### src/rtl/i2s_adc_rx.sv
`timescale 1ns/1ps
// i2s_adc_rx: receives the codec ADC serial stream (codec is bit/frame clock
// master) and turns each LRCK frame into one {left, right} pair. Pairs are
// buffered in a small FIFO and handed out on a valid/ready stream.
//
// Ports:
//   clk, reset          system clock (>= 4x bclk), synchronous active-high reset
//   enable              receiver enable; low forces frame re-synchronisation
//   bclk, adclrck,      codec bit clock, frame clock (low = left slot) and
//   adcdat              serial data, MSB first; all asynchronous to clk
//   out_data            {left, right} at the FIFO head
//   out_valid/out_ready stream handshake, transfer when both are high
//   overflow            sticky: a finished frame was dropped on a full FIFO
//   clr_overflow        single-cycle pulse clearing overflow (a new overflow wins)
//
// Build option: define I2S_ADC_RX_LEFT_JUSTIFIED_EN for left-justified
// alignment (MSB on the LRCK edge). Default is I2S one-bit-delay alignment.
module i2s_adc_rx #(
  parameter int DATA_WIDTH = 24,
  parameter int FIFO_DEPTH = 4
) (
  input  logic                    clk,
  input  logic                    reset,
  input  logic                    enable,
  input  logic                    bclk,
  input  logic                    adclrck,
  input  logic                    adcdat,
  output logic [2*DATA_WIDTH-1:0] out_data,
  output logic                    out_valid,
  input  logic                    out_ready,
  output logic                    overflow,
  input  logic                    clr_overflow
);

  localparam int CW = $clog2(DATA_WIDTH + 1);
  localparam int AW = $clog2(FIFO_DEPTH);
`ifdef I2S_ADC_RX_LEFT_JUSTIFIED_EN
  localparam bit LEFT_JUST = 1'b1;
`else
  localparam bit LEFT_JUST = 1'b0;
`endif
  localparam logic [CW-1:0] CNT_FULL  = CW'(DATA_WIDTH);
  localparam logic [CW-1:0] CNT_START = LEFT_JUST ? CW'(1) : CW'(0);

  typedef enum logic [1:0] {ST_SYNC, ST_LEFT, ST_RIGHT} state_t;

  // Writes bit b at MSB-relative position cnt; positions past the word are ignored,
  // so long slots drop their tail and short slots leave zero LSBs.
  function automatic logic [DATA_WIDTH-1:0] place_bit(input logic [DATA_WIDTH-1:0] word,
                                                      input logic [CW-1:0] cnt,
                                                      input logic b);
    logic [DATA_WIDTH-1:0] r;
    r = word;
    for (int i = 0; i < DATA_WIDTH; i++)
      if (int'(cnt) == DATA_WIDTH - 1 - i) r[i] = b;
    return r;
  endfunction

  logic bclk_p0, bclk_p1, bclk_p2;
  logic lrck_p0, lrck_p1, lrck_p2;
  logic dat_p0, dat_p1, dat_p2;
  logic vld_p2;
  logic lrck_prev;
  logic fall, rise;
  state_t state, state_nx;
  logic start_left, start_right, left_bit, right_bit, push_req;
  logic [CW-1:0] cnt;
  logic [DATA_WIDTH-1:0] left_word, right_word;
  logic [2*DATA_WIDTH-1:0] pair_p3;
  logic vld_p3;
  logic [2*DATA_WIDTH-1:0] mem [FIFO_DEPTH];
  logic [AW:0] wr_ptr, rd_ptr;
  logic empty, full, pop, push_ok;

  // Stage p0/p1: two-flop synchronizers; stage p2: bclk rising-edge tick (vld_p2)
  always_ff @(posedge clk) begin
    if (reset) begin
      bclk_p0 <= 1'b0; bclk_p1 <= 1'b0; bclk_p2 <= 1'b0;
      lrck_p0 <= 1'b0; lrck_p1 <= 1'b0; lrck_p2 <= 1'b0;
      dat_p0  <= 1'b0; dat_p1  <= 1'b0; dat_p2  <= 1'b0;
      vld_p2  <= 1'b0;
    end else begin
      bclk_p0 <= bclk;    bclk_p1 <= bclk_p0;    bclk_p2 <= bclk_p1;
      lrck_p0 <= adclrck; lrck_p1 <= lrck_p0;    lrck_p2 <= lrck_p1;
      dat_p0  <= adcdat;  dat_p1  <= dat_p0;     dat_p2  <= dat_p1;
      vld_p2  <= bclk_p1 & ~bclk_p2;
    end
  end

  // LRCK history advances on every tick, even while disabled, so that a
  // re-enable in the middle of a slot never sees a spurious edge.
  always_ff @(posedge clk) begin
    if (reset)       lrck_prev <= 1'b0;
    else if (vld_p2) lrck_prev <= lrck_p2;
  end

  assign fall = vld_p2 & lrck_prev & ~lrck_p2;
  assign rise = vld_p2 & ~lrck_prev & lrck_p2;

  always_ff @(posedge clk) begin
    if (reset) state <= ST_SYNC;
    else       state <= state_nx;
  end

  always_comb begin
    state_nx = state;
    if (!enable) begin
      state_nx = ST_SYNC;
    end else begin
      case (state)
        ST_SYNC:  if (fall) state_nx = ST_LEFT;
        ST_LEFT:  if (rise) state_nx = ST_RIGHT;
        ST_RIGHT: if (fall) state_nx = ST_LEFT;
        default:  state_nx = ST_SYNC;
      endcase
    end
  end

  // In I2S alignment the bit seen on an edge tick is the last bit of the slot
  // that just ended; it is kept only if that word still has room.
  always_comb begin
    start_left  = 1'b0;
    start_right = 1'b0;
    left_bit    = 1'b0;
    right_bit   = 1'b0;
    push_req    = 1'b0;
    if (enable && vld_p2) begin
      case (state)
        ST_SYNC: start_left = fall;
        ST_LEFT: begin
          if (rise) begin
            start_right = 1'b1;
            left_bit    = !LEFT_JUST;
          end else begin
            left_bit = 1'b1;
          end
        end
        ST_RIGHT: begin
          if (fall) begin
            start_left = 1'b1;
            push_req   = 1'b1;
            right_bit  = !LEFT_JUST;
          end else begin
            right_bit = 1'b1;
          end
        end
        default: ;
      endcase
    end
  end

  // Stage p3: slot assembly and completed-pair register (vld_p3 = push)
  always_ff @(posedge clk) begin
    if (start_left)
      left_word <= LEFT_JUST ? place_bit('0, '0, dat_p2) : '0;
    else if (left_bit)
      left_word <= place_bit(left_word, cnt, dat_p2);
    if (start_right)
      right_word <= LEFT_JUST ? place_bit('0, '0, dat_p2) : '0;
    else if (right_bit)
      right_word <= place_bit(right_word, cnt, dat_p2);
    if (push_req)
      pair_p3 <= {left_word, LEFT_JUST ? right_word : place_bit(right_word, cnt, dat_p2)};
  end

  always_ff @(posedge clk) begin
    if (reset) begin
      cnt    <= '0;
      vld_p3 <= 1'b0;
    end else begin
      vld_p3 <= push_req;
      if (start_left || start_right)
        cnt <= CNT_START;
      else if ((left_bit || right_bit) && cnt != CNT_FULL)
        cnt <= cnt + CW'(1);
    end
  end

  // Stage p4: pair FIFO; a pop in the same cycle frees the slot a full push needs
  assign empty   = (wr_ptr == rd_ptr);
  assign full    = (wr_ptr[AW] != rd_ptr[AW]) && (wr_ptr[AW-1:0] == rd_ptr[AW-1:0]);
  assign pop     = out_valid && out_ready;
  assign push_ok = vld_p3 && (!full || pop);

  always_ff @(posedge clk) begin
    if (push_ok) mem[wr_ptr[AW-1:0]] <= pair_p3;
  end

  always_ff @(posedge clk) begin
    if (reset) begin
      wr_ptr   <= '0;
      rd_ptr   <= '0;
      overflow <= 1'b0;
    end else begin
      if (push_ok) wr_ptr <= wr_ptr + 1'b1;
      if (pop)     rd_ptr <= rd_ptr + 1'b1;
      if (vld_p3 && full && !pop) overflow <= 1'b1;
      else if (clr_overflow)      overflow <= 1'b0;
    end
  end

  assign out_valid = !empty;
  assign out_data  = empty ? '0 : mem[rd_ptr[AW-1:0]];

endmodule
### config.mk
export PLATFORM = sky130hd
export DESIGN_NAME = i2s_adc_rx
export DESIGN_NICKNAME = d
export VERILOG_FILES = /design/src/rtl/i2s_adc_rx.sv
export SDC_FILE = /design/constraint.sdc
export NUM_CORES = 1
export LEC_CHECK = 0
export CORE_MARGIN = 3
export CORE_UTILIZATION = 50
export DETAILED_ROUTE_END_ITERATION = 10
export PLACE_DENSITY = 0.74
export SYNTH_ARGS = -nofsm -noshare
export SYNTH_HDL_FRONTEND = slang
export SYNTH_SLANG_ARGS = --single-unit
### constraint.sdc
create_clock -name clk -period 6.3 [get_ports clk]
set_clock_uncertainty 0.15 [all_clocks]
set_input_delay 1.26 -clock clk [delete_from_list [all_inputs] [get_ports clk]]
set_output_delay 1.26 -clock clk [all_outputs]
set_load 0.05 [all_outputs]
==> flow_metrics.py <==
metrics = {
    "timing": {
        "slew_headroom": 0.190,
        "tns_ns": 0,
        "slew_viol_final": 0,
        "max_freq_ghz": 0.217,
        "rsz0062_at_grt": "false",
        "setup_ws_ns": 1.70,
        "finalHoldViolations": 0,
        "fin_crit_sh": 0.730,
        "setup_viol": 0,
        "tightestPinTransition_ns": 1.21,
        "finalCriticalPeriod_ns": 4.60,
    },
    "worst_setup_path": {
        "r2r-end": "cnt[3]",
        "path_max_fanout": 36,
        "arrival_ns": 3.19,
        "r2r_cells": 4,
        "rrSetupSlack_ns": 3.55,
        "required_ns": 4.89,
        "end_kind": "output pin",
        "start_kind": "flip-flop",
        "rr_startpoint": "vld_p2",
        "worstSetupPathType": "flip-flop to output pin",
    },
    "synth": {
        "synth_edf_count": 240,
        "synth_top_area_share": 0.573,
        "syn_area_per_cell_sq_um": 15.7,
        "synthArstFlopShare": 0,
        "synth_cells": 803,
        "syn-num-nets": 821,
        "synth-seq-cells": 316,
        "ys_types": 49,
        "ys.flop_type": "edfxtp_1",
        "synth_area_sq_mm": 0.0126,
        "synth_warnings": 0,
        "synth_area_leaders": "edfxtp_1 (57%), dfxtp_1 (12%), mux4_2 (8.6%)",
        "ys_seq_area_frac": 0.694,
        "yosysTopAreaCell": "edfxtp_1",
    },
    "detailed_routing": {
        "drt_wl_total_mm": 22.0,
        "dr.pass1.iters": 5,
        "drc": 0,
        "viasPerCell": 5.44,
        "ant_nets": 0,
        "num_vias": 6537,
        "initialDrtViolationCount": 434,
        "drt-wirelength-per-cell_microns": 18.4,
    },
    "floorplan": {
        "die_height_microns": 165,
        "dieArea_sq_mm": 0.0271,
        "die_w_microns": 165,
        "start_util": 0.512,
        "ioPinCount": 58,
        "rows": 57,
        "core_area_sq_mm": 0.0245,
    },
    "global_route": {
        "grt_pass1_wl_mm": 35.8,
        "gr-total-overflow": 0,
        "grt_pass1_vias": 6649,
        "grt_use_total": 0.167,
        "grt_max_degree": 72,
        "antenna_found_initial": 0,
    },
    "run_status": {
        "status": "finished, final reports clean",
    },
    "worst_hold_path": {
        "holdPathEnd": "vld_p2",
        "hp-class": "flip-flop to flip-flop",
        "hold_depth": 1,
        "min_from": "bclk_p2",
    },
    "placed_design": {
        "hpwl_mm": 13.1,
        "dp_worst_setup_slack_ns": 2.18,
        "gp_congestion": 0.796,
        "placedInstanceArea_sq_mm": 0.0134,
        "io_buffers": 57,
    },
    "clocking": {
        "cts_resized": 0,
        "cts_sinks": 316,
        "worstSkewPairLatency_ns": 0.54,
        "path_clk_slew_ns": 0.06,
        "cts_root_buf": "clkbuf_16",
        "cts_setup_buffers": 0,
        "htree_levels": 1,
        "cts_made_buffers": 30,
        "cts_tree": "done",
        "clock_path_buffers": 3,
        "cts_hold_buf": 0,
    },
    "finish": {
        "stdcell_area_sq_mm": 0.0144,
        "diodes": 0,
        "area_growth_pct": 14.3,
        "nNetsFinal": 871,
        "drive_above_1_share": 0.185,
        "final_cell_mix": "edfxtp_1 (240), nand2_1 (73), dfxtp_1 (73)",
        "final_common_cell": "edfxtp_1",
    },
    "power": {
        "power_density_mw_per_mm2": 276,
        "vdd_drop_max_mv": 0.198,
        "p_leak_uw": 0.00516,
    },
    "run": {
        "maxCapViolCount": 0,
    },
}
cells by family after synthesis:
logic type | Yosys count | share of synthesized area
muxes | 75 | 0.110
and+or+nand+nor | 254 | 0.119
xor gates and xnor gates | 11 | 0.00826
DFF | 316 | 0.694
buffers and inverters | 60 | 0.0242
AOI/OAI and AO/OA | 77 | 0.0339
adders and majority gates | 10 | 0.00996
cell usage after synthesis (4+ instances only):
cell type  count
buf_4          9
clkbuf_1      17
nand4b_1       7
nand3_1       34
ha_1          10
and2_1         4
a21oi_1       51
nor2_1        30
mux2_2        24
mux4_2        48
nor2b_2        5
and4bb_2       4
nand2_1       73
xor2_1         7
edfxtp_1     240
buf_2         23
nand4_1        7
and3_1         6
o21ai_0       16
nor2b_1       58
inv_1          8
dfxtp_1       76
layout make-up:
| cell class | count | area [sq um] |
|---|---|---|
| clock inverter | 8 | 70.1 |
| sequential | 316 | 8730 |
| fill | 1869 | 10200 |
| clock buffer | 48 | 911 |
| timing repair buffer | 70 | 668 |
| multi-input combinational | 427 | 3550 |
| tap | 324 | 405 |
| inverter | 8 | 30.0 |
worst max path at each step:
stage,endpoint,depth (start not counted),slack (ns),startpoint
finish,out_data[35],4,1.70,flip-flop
global route,out_data[31],4,1.46,flip-flop
CTS,out_data[11],4,1.60,flip-flop
detailed placement,out_data[11],4,2.18,flip-flop
global placement,out_data[38],4,2.18,flip-flop
floorplan,pair_p3[0],3,0.32,enable
worst max-delay path: stages, from the launching register on:
cell and delay, ns:
dfxtp_4 0.84, buf_4 0.41, mux4_2 0.53, nor2b_1 0.14
clkdlybuf4s50_1 0.72
state kept, by name, indices dropped and copies added, names as in the netlist, 2 cells and up, named ones only:
name / count
state: 2
cnt: 5
wr_ptr: 3
left_word: 24
rd_ptr: 3
mem: 192
pair_p3: 48
right_word: 24
report_power, final:
part	switching [uW]	internal (uW)
Combinational	8.07	6.72
Clock	716	1030
Sequential	1.33	2210
Total	726	3250
per-layer routing:
metal	vias up	GRT usage	routed length, microns
li1	3109	-	-
met1	3269	0.232	9680
met2	138	0.278	11100
met3	21	0.0268	997
met4	0	0.0423	308
met5	-	0	0
per-stage QoR:
| step | hold WS, ns | std cells | util | total power [uW] |
|---|---|---|---|---|
| floorplan | 0.217 | 803 | - | 2270 |
| global placement | 0.223 | 1145 | 0.546 | 2270 |
| detailed placement | 0.233 | 1145 | 0.546 | 2270 |
| CTS | 0.241 | 1201 | 0.586 | 4010 |
| global route | 0.257 | 1201 | 0.586 | 4100 |
| finish | 0.237 | 1201 | 0.586 | 3970 |
Power figures use the tool's default switching activity.
